$ cat src/rtl/dmni_br_receiver_pkg.sv
// Shared types for the DMNI broadcast receive path: payload word, MMR map and
// handshake FSM encoding, plus the MMR read-data formatter.
`timescale 1ns/1ps
package dmni_br_receiver_pkg;

    typedef struct packed {
        logic [15:0] payload;
        logic [15:0] seq_source;
        logic [3:0]  ksvc;
    } br_payload_t;

    localparam int BR_PAYLOAD_W = $bits(br_payload_t);

    typedef enum logic [7:0] {
        DMNI_BR_KSVC    = 8'h40,
        DMNI_BR_PAYLOAD = 8'h44
    } dmni_mmr_t;

    typedef enum logic [1:0] {
        IDLE,
        ACK,
        WAIT_LOW
    } br_rx_fsm_t;

    // Formats the head entry for a CPU read; unmapped offsets read as zero.
    function automatic logic [31:0] br_read_word(input logic [7:0] addr,
                                                 input br_payload_t head);
        logic [31:0] word;
        word = '0;
        case (addr)
            DMNI_BR_KSVC:    word = {28'b0, head.ksvc};
            DMNI_BR_PAYLOAD: word = {head.seq_source, head.payload};
            default:         word = '0;
        endcase
        return word;
    endfunction

endpackage

$ cat src/rtl/dmni_br_fifo.sv
// Circular-buffer FIFO with an occupancy counter; push is ignored when full and
// pop is ignored when empty. Head entry is presented combinationally.
`timescale 1ns/1ps
module dmni_br_fifo #(
    parameter int BUFFER_SIZE = 4,
    parameter int WIDTH       = 36
) (
    input  logic             clk_i,
    input  logic             rst_ni,
    input  logic             push_i,
    input  logic             pop_i,
    input  logic [WIDTH-1:0] data_i,
    output logic [WIDTH-1:0] data_o,
    output logic             full_o,
    output logic             empty_o
);

    localparam int             PTR_W    = $clog2(BUFFER_SIZE);
    localparam logic [PTR_W:0] FULL_CNT = (PTR_W + 1)'(BUFFER_SIZE);

    logic [WIDTH-1:0] mem_q [BUFFER_SIZE];
    logic [PTR_W-1:0] wr_ptr_q;
    logic [PTR_W-1:0] rd_ptr_q;
    logic [PTR_W:0]   count_q;
    logic             do_push;
    logic             do_pop;

    assign full_o  = (count_q == FULL_CNT);
    assign empty_o = (count_q == '0);
    assign do_push = push_i && !full_o;
    assign do_pop  = pop_i && !empty_o;
    assign data_o  = mem_q[rd_ptr_q];

    // NOTE: storage has no reset; entries are only observable once counted
    // valid, so clearing them would add reset fan-out for no behaviour.
    always_ff @(posedge clk_i) begin
        if (do_push) begin
            mem_q[wr_ptr_q] <= data_i;
        end
    end

    // NOTE: sequential state uses non-blocking assignments so every register
    // samples pre-edge values regardless of statement order.
    always_ff @(posedge clk_i or negedge rst_ni) begin
        if (!rst_ni) begin
            wr_ptr_q <= '0;
            rd_ptr_q <= '0;
            count_q  <= '0;
        end else begin
            if (do_push) begin
                wr_ptr_q <= wr_ptr_q + 1'b1;
            end
            if (do_pop) begin
                rd_ptr_q <= rd_ptr_q + 1'b1;
            end
            case ({do_push, do_pop})
                2'b10:   count_q <= count_q + 1'b1;
                2'b01:   count_q <= count_q - 1'b1;
                default: count_q <= count_q;
            endcase
        end
    end

endmodule

$ cat src/rtl/dmni_br_receiver.sv
// BrLite broadcast receive endpoint: 4-phase req/ack intake into a FIFO,
// drained by the CPU through read-only MMRs, with a pending-data interrupt.
`timescale 1ns/1ps
module dmni_br_receiver
    import dmni_br_receiver_pkg::*;
#(
    parameter int BUFFER_SIZE = 4
) (
    input  logic        clk_i,
    input  logic        rst_ni,
    input  logic        br_req_i,
    input  logic [35:0] br_payload_i,
    output logic        br_ack_o,
    input  logic        cfg_en_i,
    input  logic        cfg_we_i,
    input  logic [7:0]  cfg_addr_i,
    output logic [31:0] cfg_data_o,
    output logic        irq_o,
    output logic        br_empty_o,
    output logic        br_full_o
);

    br_rx_fsm_t  state_q;
    logic        ack_q;
    logic        irq_q;
    logic [31:0] cfg_data_q;
    logic [31:0] cfg_data_d;

    logic [BR_PAYLOAD_W-1:0] fifo_head;
    br_payload_t             head;
    logic                    fifo_full;
    logic                    fifo_empty;
    logic                    push;
    logic                    pop;
    logic                    cpu_read;

    assign head     = br_payload_t'(fifo_head);
    assign cpu_read = cfg_en_i && !cfg_we_i;
    assign push     = (state_q == IDLE) && br_req_i && !fifo_full;
    assign pop      = cpu_read && (cfg_addr_i == DMNI_BR_PAYLOAD) && !fifo_empty;

    dmni_br_fifo #(
        .BUFFER_SIZE (BUFFER_SIZE),
        .WIDTH       (BR_PAYLOAD_W)
    ) u_fifo (
        .clk_i   (clk_i),
        .rst_ni  (rst_ni),
        .push_i  (push),
        .pop_i   (pop),
        .data_i  (br_payload_i),
        .data_o  (fifo_head),
        .full_o  (fifo_full),
        .empty_o (fifo_empty)
    );

    // NOTE: the default hold assignment first keeps this block latch-free.
    always_comb begin
        cfg_data_d = cfg_data_q;
        if (cfg_en_i) begin
            cfg_data_d = '0;
            if (!cfg_we_i && !fifo_empty) begin
                cfg_data_d = br_read_word(cfg_addr_i, head);
            end
        end
    end

    always_ff @(posedge clk_i or negedge rst_ni) begin
        if (!rst_ni) begin
            state_q    <= IDLE;
            ack_q      <= 1'b0;
            irq_q      <= 1'b0;
            cfg_data_q <= '0;
        end else begin
            irq_q      <= !fifo_empty;
            cfg_data_q <= cfg_data_d;
            case (state_q)
                IDLE: begin
                    if (push) begin
                        state_q <= ACK;
                        ack_q   <= 1'b1;
                    end
                end
                ACK: begin
                    state_q <= WAIT_LOW;
                end
                WAIT_LOW: begin
                    if (!br_req_i) begin
                        state_q <= IDLE;
                        ack_q   <= 1'b0;
                    end
                end
                default: begin
                    state_q <= IDLE;
                    ack_q   <= 1'b0;
                end
            endcase
        end
    end

    assign br_ack_o   = ack_q;
    assign irq_o      = irq_q;
    assign cfg_data_o = cfg_data_q;
    assign br_empty_o = fifo_empty;
    assign br_full_o  = fifo_full;

endmodule

$ cat config.mk
export PLATFORM = sky130hd
export DESIGN_NAME = dmni_br_receiver
export DESIGN_NICKNAME = d
export VERILOG_FILES = /design/src/rtl/dmni_br_receiver_pkg.sv /design/src/rtl/dmni_br_fifo.sv /design/src/rtl/dmni_br_receiver.sv
export SDC_FILE = /design/constraint.sdc
export NUM_CORES = 1
export LEC_CHECK = 0
export CAP_MARGIN = 10
export CORE_MARGIN = 2
export CORE_UTILIZATION = 30
export DETAILED_ROUTE_END_ITERATION = 10
export PLACE_DENSITY = 0.56
export SYNTH_ARGS = -nofsm -noshare
export SYNTH_HDL_FRONTEND = slang
export SYNTH_HIERARCHICAL = 1
export SYNTH_SLANG_ARGS = --single-unit
$ cat constraint.sdc
create_clock -name clk_i -period 4 [get_ports clk_i]
set_input_delay 0.4 -clock clk_i [delete_from_list [all_inputs] [get_ports clk_i]]
set_output_delay 0.4 -clock clk_i [all_outputs]
set_load 0.1 [all_outputs]
---- After elaboration in Yosys (flattened, before gate mapping) ----
Memory sizes are Yosys's and may differ from the RTL's.
Index checks and enable logic that the tools add are counted.
word-level totals
  register bits after elaboration ......... 43
  memory bits (writable) .................. 144
  bits of input ports ..................... 49
  output and inout bits ................... 36
  word-level logic and storage cells ...... 49
  memories ................................ 1
memory list
  name          words  bits a word  rd ports  clocked after Yosys merged registers in  write ports  RTL line            RTL
  u_fifo.mem_q  4      36           1         0                                        1            dmni_br_fifo.sv:21  logic [WIDTH-1:0] mem_q [BUFFER_SIZE];
operators by class
  add/subtract/negate cells ............... 4
  equality and inequality tests ........... 9
  multiplexer cells ....................... 11
  bitwise gates (word level) .............. 1
  reductions and logical operators ........ 16
operator list
  kind                                                    number
  case mux 32 bit (2 select lines)                        1
  two-way mux 32 bit                                      1
  == test 8 x 7 -> 1 bit (second input constant)          2
  logical AND 1 bit                                       8
  case mux 2 bit (3 select lines)                         1
  case mux 3 bit (2 select lines)                         1
  adder 2 x 1 -> 2 bit (second input constant)            2
  == test 2 x 1 -> 1 bit (second input constant)          2
  == test 2 bit (second input constant)                   2
  two-way mux 1 bit                                       4
  two-way mux 2 bit                                       2
  adder 3 x 1 -> 3 bit (second input constant)            1
  == test 3 bit (second input constant)                   1
  logical NOT 1 bit                                       3
  logical NOT 3 bit                                       1
  case mux 1 bit (3 select lines)                         1
  AND reduction 3 bit                                     1
  subtractor 3 x 1 -> 3 bit (second input constant)       1
  logical NOT 2 bit                                       1
  inequality test 2 x 1 -> 1 bit (second input constant)  1
  inequality test 2 bit (second input constant)           1
  AND reduction 2 bit                                     1
  nonzero test 2 bit                                      1
  NOT 1 bit                                               1

---- Depth between registers and ports, before layout ----
Gate-level depths: netlist (run 1).
  depth after elaboration ................. 7
  mapped depth ............................ 11
  gate-level depth less buffers ........... 11

---- Modules after synthesis ----
Netlist (run 1), hierarchy kept.
modules (own cells, without submodules)
  module            instances  cells an instance  area each (um^2)  seq. area each (um^2)
  dmni_br_fifo      1          225                5635.4            4499.3
  dmni_br_receiver  1          97                 1413.9            900.9

---- Worst setup path before layout (run 1) ----
OpenSTA, ideal clock, no wires.
  path kind ............................... register -> register
  start ................................... register u_fifo.count_q[0]
  end ..................................... register u_fifo.count_q[2]
  library setup time ...................... 0.125 ns
  data arrival time ....................... 4.057 ns
  required time ........................... 3.875 ns
  setup slack ............................. -0.183 ns
  cell stages (with the launch flop) ...... 11
  buffers on the path ..................... 0
  period minus slack after synthesis ...... 4.183 ns
  cell sequence ........................... dfrtp_1 -> nor3_1 -> nand4bb_1 -> and4bb_2 -> o31a_1 -> ha_1 -> inv_1 -> fa_1 -> xor2_1 -> nor2_1 -> xor2_1
between the ends
  word-level cells in the longest chain between the ends .. 6
  elaborated cells on any way between the ends .. 14
  those cells by class .................... add/sub (2); eq/ne (3); mux (1); reduce/logical (8)
ends and longest elaborated chain
  item                                                                   RTL line                RTL
  start: declaration                                                     dmni_br_fifo.sv:24      logic [PTR_W:0] count_q;
  start signal: assignment                                               dmni_br_fifo.sv:57      2'b10: count_q <= count_q + 1'b1;
  start signal: assignment                                               dmni_br_fifo.sv:58      2'b01: count_q <= count_q - 1'b1;
  start signal: assignment                                               dmni_br_fifo.sv:59      default: count_q <= count_q;
  logical NOT 3 bit (*)                                                  dmni_br_fifo.sv:29      assign empty_o = (count_q == '0);
  named net br_empty_o                                                   dmni_br_receiver.sv:19  output logic br_empty_o,
  logical NOT 1 bit (*)                                                  dmni_br_receiver.sv:40  assign pop = cpu_read && (cfg_addr_i == DMNI_BR_PAYLOAD) && !fifo_empty;
  logical AND 1 bit (*)                                                  dmni_br_receiver.sv:40
  named net pop                                                          dmni_br_receiver.sv:34  logic pop;
  logical AND 1 bit (*)                                                  dmni_br_fifo.sv:31      assign do_pop = pop_i && !empty_o;
  named net u_fifo.do_pop                                                dmni_br_fifo.sv:26      logic do_pop;
  == test 2 x 1 -> 1 bit or == test 2 bit (tied branches)                dmni_br_fifo.sv:56      case ({do_push, do_pop})
  case mux 3 bit (2 select lines) or nonzero test 2 bit (tied branches)  --
Mark *: on every way through the listed nets, which the timed path passes. The rest lies on a longest branch.
A chain may end at the register's enable or synchronous reset.

---- Final worst setup path (run 1) ----
  start ................................... register u_fifo.count_q[0]
  end ..................................... output br_full_o
between the ends
  word-level cells in the longest chain between the ends .. 1
ends and longest elaborated chain
  item              RTL line                RTL
  == test 3 bit     dmni_br_fifo.sv:28      assign full_o = (count_q == FULL_CNT);
  end: declaration  dmni_br_receiver.sv:20  output logic br_full_o
No other way between the ends.

==> results_dict.tcl, run 1 <==
set metrics [dict create \
    setup.reg_to_reg.worst_slack_ns 1.53 \
    cts-root-buf "sky130_fd_sc_hd__clkbuf_16" \
    vias_in_the_first_global_route 3661 \
    post_synth.cell_area_avg_um2 21.9 \
    clock_latency_of_the_later_clocked_register_in_the_worst_skew_pair_ns 0.42 \
    maxSlewHeadroom_pct 29.9 \
    finalCriticalPeriod_ns 2.76 \
    finish.net_count 468 \
    dp_slack_ns 1.11 \
    outcome "complete, no violations" \
    grtUsageTotal_pct 11.9 \
    cts-hold-fix-buffers 0 \
    setup_violations 0 \
    r2r.worst_path.cells 5 \
    ios 85 \
    core_area_um2 23300 \
    critPathCaptureType "output port" \
    timing_hold_violations_final 0 \
    worstReg2RegStart "u_fifo/count_q[2]" \
    netlist_instances 322 \
    bufs_and_invs_on_worst_path 1 \
    antenna_found_initial 1 \
    start_util_pct 30.3 \
    detail-route-antenna-nets 0 \
    synth.distinct_cells 31 \
    crit_path_start_kind "flip-flop" \
    slowest_stage "sky130_fd_sc_hd__clkdlybuf4s50_1" \
    viasPerCell 4.43 \
    post-route-period-util_pct 69.0 \
    clock_edge_transition_at_the_registers_on_the_reported_setup_and_hold_paths_ns 0.07 \
    drive_gt1_share_pct 20.2 \
    n_antenna_cell 0 \
    worstHoldPathType "in -> async" \
    tritoncts_clock_tree "yes" \
    drtIter0Drc 139 \
    clock_tree.buffer_depth 2 \
    crit_required_ns 3.60 \
    pin_count_of_the_biggest_net_entering_global_routing 44 \
    cp_top_family "buffers and inverters" \
    timing_worst_setup_path_type "reg -> out" \
    wirelength_mm 14.0 \
    power_mw 4.78 \
    finalSetupTns_ns 0 \
    powerDensity_nw_per_um2 545 \
    gates_resized_cts_repair 0 \
    placementRows 56 \
    synth_area_um2 7050 \
    gp_congestion 0.666 \
    total_leakage_power_nw 2.98 \
    cp_max_fo 5 \
    clock_skew_ns 0.00896 \
    post_cts_buffers 0 \
    syn_to_final_growth_pct 24.4 \
    cp_data_arrival_time_ns 2.36 \
    synthesis.yosys.warnings 6 \
    synth_top_cell_by_area "sky130_fd_sc_hd__edfxtp_1" \
    fp.dieArea_um2 24700 \
    cts-htree-levels 4 \
    cts_buffers 17 \
    synth_largest_type_area_fraction_pct 61.3 \
    post-route-worst-setup-slack_ns 1.24 \
    chip_height_um 157 \
    total_count_of_max_transition_violations_in_the_final_report 0 \
    firstDrtPassIters 6 \
    wl_per_cell_um 18.8 \
    grt_setup_unrepaired "false" \
    grt_pass1_wl_mm 21.3 \
    ys_seq_area_share_pct 76.6 \
    setup.worst_path.start "u_fifo/count_q[0]" \
    drc_errors 0 \
    vdd_drop_max_mv 0.220 \
    cts.sinks 187 \
    dp_hpwl_mm 8.51 \
    drv_cap 0 \
    max_clock_freq_mhz 362 \
    register_bit_count_reported_by_yosys 187 \
    global_route.overflow_total 0 \
    die_span_x_um 157 \
    r2r-end "u_fifo/mem_q[1][30]" \
    netlist_top_cells_area "sky130_fd_sc_hd__edfxtp_1 61%, sky130_fd_sc_hd__dfrtp_1 15%, sky130_fd_sc_hd__mux4_2 12%" \
    slowest_delay_ns 1.19 \
    critical_path.cell_chain "nor3b_2 > clkdlybuf4s50_1" \
    postSynthNetCount 377 \
    detailroute.via_count 3300 \
    tightest_slew_ns 1.05 \
    port_buffers 84 \
]
-- per-layer routing --
| metal | vias up | share of wire (%) | GRT usage [%] |
|---|---|---|---|
| met3 | 9 | 5.0 | 3.83 |
| li1 | 1490 | - | - |
| met5 | - | 0.093 | 0 |
| met2 | 72 | 50 | 19.8 |
| met1 | 1727 | 44 | 15.1 |
| met4 | 2 | 0.68 | 2.99 |
-- state kept, by name, indices dropped and copies added (netlist names) --
| register | cells |
|---|---|
| br_ack_o | 1 |
| cfg_data_o | 32 |
| irq_o | 1 |
| state_q | 2 |
| u_fifo/count_q | 3 |
| u_fifo/mem_q | 144 |
| u_fifo/rd_ptr_q | 2 |
| u_fifo/wr_ptr_q | 2 |
-- metrics by stage --
stage / cell area, um2 / utilization, % / std cells / hold WS (ns)
floorplan: 7050 / - / 322 / 0.104
global placement: 8170 / 35.1 / 712 / 0.468
detailed placement: 8170 / 35.1 / 712 / 0.490
CTS: 8740 / 37.6 / 744 / 0.207
global route: 8770 / 37.7 / 745 / 0.262
finish: 8770 / 37.7 / 745 / 0.162
-- worst max-delay path by stage --
stage / end / slack, ns / cells after the start
detailed placement: u_fifo/count_q[2] / 1.11 / 10
finish: br_full_o / 1.24 / 2
floorplan: u_fifo/count_q[2] / 0.58 / 11
global placement: u_fifo/count_q[2] / 1.16 / 10
CTS: br_full_o / 1.20 / 2
global route: br_full_o / 1.12 / 2
-- synthesized netlist by cell type, drive strengths merged --
cell type	n
a22o	28
and2	6
and4bb	2
buf	12
clkbuf	3
dfrtp	43
edfxtp	144
fa	1
ha	5
inv	10
mux2	1
mux2i	6
mux4	36
nand2	2
nand3b	1
nand4bb	1
nor2	2
nor2b	2
nor3	3
nor3b	1
o21ai	2
o2bb2ai	4
o31a	1
xnor2	3
xor2	3
-- cells by family (layout without fill, tap and decap cells) --
group,count (synthesis),in the layout,synth area share (%)
simple gates,20,20,2.11
fa+ha+maj,6,6,1.17
compound gates,35,35,4.24
xor+xnor,6,6,0.746
buf+inv,25,129,2.61
mux,43,43,12.5
flops,187,187,76.6
-- area by class of cell --
cell class | count | area (um2)
fill | 2162 | 14500
sequential | 187 | 5400
multi-input combinational | 110 | 1480
timing repair buffer | 87 | 878
clock buffer | 17 | 425
tap | 319 | 399
clock inverter | 15 | 154
inverter | 10 | 37.5
-- power by group --
part           internal (mW)  switching [mW]
sequential              2.39          0.0892
clock                  0.882           0.755
combinational          0.235           0.427
total                   3.51            1.27
-- placed cells by master (no fill, tap or decap), drive strengths merged --
cell,synthesis,layout
a22o,28,28
and2,6,6
and4bb,2,2
buf,12,4
bufinv,0,1
clkbuf,3,17
clkdlybuf4s50,0,83
clkinv,0,4
clkinvlp,0,2
dfrtp,43,43
edfxtp,144,144
fa,1,1
ha,5,5
inv,10,18
mux2,1,1
mux2i,6,6
mux4,36,36
nand2,2,2
nand3b,1,1
nand4bb,1,1
nor2,2,2
nor2b,2,2
nor3,3,3
nor3b,1,1
o21ai,2,2
o2bb2ai,4,4
o31a,1,1
xnor2,3,3
xor2,3,3
(Power assumes the default switching activity.)
==> run 2, diff against run 1 <==
Clock period 4 ns to 2.62 ns, I/O delays scaled along.
==> run 2 against run 1 <==
Against the previous run: combinational power up 63%; clock-buffer cell count unchanged; setup slack worse by 0.94 ns; wire length is 0.67% lower; hold slack improved by 0.26 ns; non-clock buffer count grew 13; clock power is 53% higher; flip-flop and latch count is the same; critical path depth up 8; sequential share of layout area shrank 0.54 points; critical path type is now reg -> reg; largest cell class unchanged.
==> results_dict.tcl, run 2 (synthesis results as in run 1) <==
set metrics [dict create \
    dr_wl_met2_mm 6.87 \
    cts-root-buf "sky130_fd_sc_hd__clkbuf_16" \
    outcome "complete, no violations" \
    final_common_cell "sky130_fd_sc_hd__edfxtp_1" \
    r2r.worst_path.cells 10 \
    timing_worst_setup_path_type "reg -> reg" \
    power.switching_mw 1.99 \
    route.top_layer_used "met4" \
    swShare_pct 26.9 \
    dpl.cell_count 725 \
    drc_errors 0 \
    detail-route-antenna-nets 0 \
    holdPathEnd "state_q[1]" \
    cts-htree-levels 4 \
    min_path_cells 3 \
    critPathCaptureType "flip-flop" \
    post-route-period-util_pct 88.4 \
    finalSetupTns_ns 0 \
    power.sequential.fraction_pct 51.4 \
    port_buffers 84 \
    post-route-worst-setup-slack_ns 0.304 \
    pin_count_of_the_biggest_net_entering_global_routing 44 \
    worstHoldPathType "in -> reg" \
    power_frac_comb_pct 14.6 \
    grt_pass1_wl_mm 21.5 \
    layout_common_cells "144 x sky130_fd_sc_hd__edfxtp_1, 47 x sky130_fd_sc_hd__clkdlybuf4s50_1, 46 x sky130_fd_sc_hd__buf_4, 39 x sky130_fd_sc_hd__dfrtp_1, 36 x sky130_fd_sc_hd__mux4_2" \
    worstReg2RegStart "u_fifo/count_q[0]" \
    fin_hold_ws_ns 0.427 \
    ios 85 \
    clock_edge_transition_at_the_registers_on_the_reported_setup_and_hold_paths_ns 0.07 \
    tritoncts_clock_tree "yes" \
    fp.dieArea_um2 24700 \
    finalCriticalPeriod_ns 2.32 \
    timing_hold_violations_final 0 \
    met1_layer_wirelength_in_the_final_routing_mm 6.23 \
    firstDrtPassIters 4 \
    clock_latency_of_the_later_clocked_register_in_the_worst_skew_pair_ns 0.43 \
    global_route.overflow_total 0 \
    drv_cap 0 \
    finish.net_count 481 \
    min_from "br_req_i" \
    drtIter0Drc 212 \
    dp_slack_ns 0.119 \
    wl_per_cell_um 18.3 \
    antenna_found_initial 0 \
    internal-power_mw 5.41 \
    regMostFlops "u_fifo/mem_q" \
    syn_to_final_growth_pct 25.7 \
    die_span_x_um 157 \
    crit_required_ns 2.96 \
    cts.sinks 187 \
    vias_in_the_first_global_route 3690 \
    powerDensity_nw_per_um2 835 \
    grt_setup_unrepaired "false" \
    wirelength_mm 13.9 \
    crit_path_start_kind "flip-flop" \
    route.met3.wl_um 611 \
    placementRows 56 \
    total_leakage_power_nw 3.13 \
    total_count_of_max_transition_violations_in_the_final_report 0 \
    chip_height_um 157 \
    grtUsageTotal_pct 12.0 \
    n_antenna_cell 0 \
    gp_congestion 0.710 \
    cp_max_fo 5 \
    core_area_um2 23300 \
    viasPerCell 4.49 \
    tightest_slew_ns 0.679 \
    maxSlewHeadroom_pct 54.7 \
    finish.cell_count_without_fillers 758 \
    clock_power_share_pct 33.9 \
    cp_data_arrival_time_ns 2.66 \
    start_util_pct 30.3 \
    vdd_drop_max_mv 0.440 \
    dp_hpwl_mm 8.61 \
    r2r-end "u_fifo/count_q[2]" \
    max_clock_freq_mhz 432 \
    clock_skew_ns 0.0126 \
    clock_tree.buffer_depth 2 \
    setup.reg_to_reg.worst_slack_ns 0.30 \
    number_of_flip_flops_under_the_largest_register_name 144 \
    setup_violations 0 \
    detailroute.via_count 3402 \
    drive_gt1_share_pct 31.4 \
    cts_buffers 17 \
]
run 2: changes by cell type in the layout (fill, tap and decap cells not counted), sizes merged:
cell,previous run,this run
buf,4,52
clkdlybuf4s50,83,47
clkinv,4,6
inv,18,16
dlygate4sd3,0,1
run 2: final cells by class:
| class | count | area, um2 |
|---|---|---|
| fill | 2164 | 14400 |
| multi-input combinational | 110 | 1500 |
| clock buffer | 17 | 425 |
| clock inverter | 15 | 160 |
| sequential | 187 | 5410 |
| inverter | 10 | 37.5 |
| timing repair buffer | 100 | 931 |
| tap | 319 | 399 |
run 2: worst max-delay path: stages, from the launching register on:
cell,delay (ns)
sky130_fd_sc_hd__dfrtp_2,0.45
sky130_fd_sc_hd__nor3_4,0.07
sky130_fd_sc_hd__nand4bb_1,0.20
sky130_fd_sc_hd__and4bb_2,0.32
sky130_fd_sc_hd__o31a_1,0.17
sky130_fd_sc_hd__ha_2,0.22
sky130_fd_sc_hd__inv_2,0.04
sky130_fd_sc_hd__fa_2,0.33
sky130_fd_sc_hd__xor2_1,0.16
sky130_fd_sc_hd__nor2_1,0.13
sky130_fd_sc_hd__xor2_1,0.16
run 2: metrics by stage:
step | area [um2] | util (%) | total power [mW]
final | 8860 | 38.1 | 7.40
after global routing | 8860 | 38.1 | 7.73
after CTS | 8860 | 38.1 | 7.51
after detailed placement | 8260 | 35.5 | 4.98
after global placement | 8260 | 35.5 | 4.92
after floorplan | 7080 | - | 4.55
run 2: timing repair:
item,4_1_cts,5_1_grt
endpoints found under the hold margin,43,0
gates resized for setup,0,0
buffers inserted,0,0
hold buffers,1,0
run 2: worst max-delay path by stage:
stage	startpoint	cells past startpoint	slack, ns	endpoint
2_1_floorplan	u_fifo/count_q[1]	11	-0.33	u_fifo/count_q[2]
6_report	u_fifo/count_q[0]	10	0.30	u_fifo/count_q[2]
3_3_place_gp	cfg_we_i	10	0.24	u_fifo/count_q[2]
5_1_grt	u_fifo/count_q[2]	11	0.16	u_fifo/count_q[2]
3_5_place_dp	cfg_en_i	10	0.12	u_fifo/count_q[2]
4_1_cts	u_fifo/count_q[0]	10	0.29	u_fifo/count_q[2]
run 2: routing by layer:
layer	global-route usage, %	vias to the layer above
met3	3.19	13
met5	0	-
li1	-	1517
met2	20.1	82
met1	15.1	1790
met4	4.33	0
run 2: power groups by stage:
stage	logic, mW	clock network, mW	registers [mW]
after global routing	1.18	2.70	3.85
after global placement	1.08	0	3.84
final	1.08	2.51	3.81
after CTS	1.11	2.58	3.81
after floorplan	0.618	0	3.93
after detailed placement	1.11	0	3.87
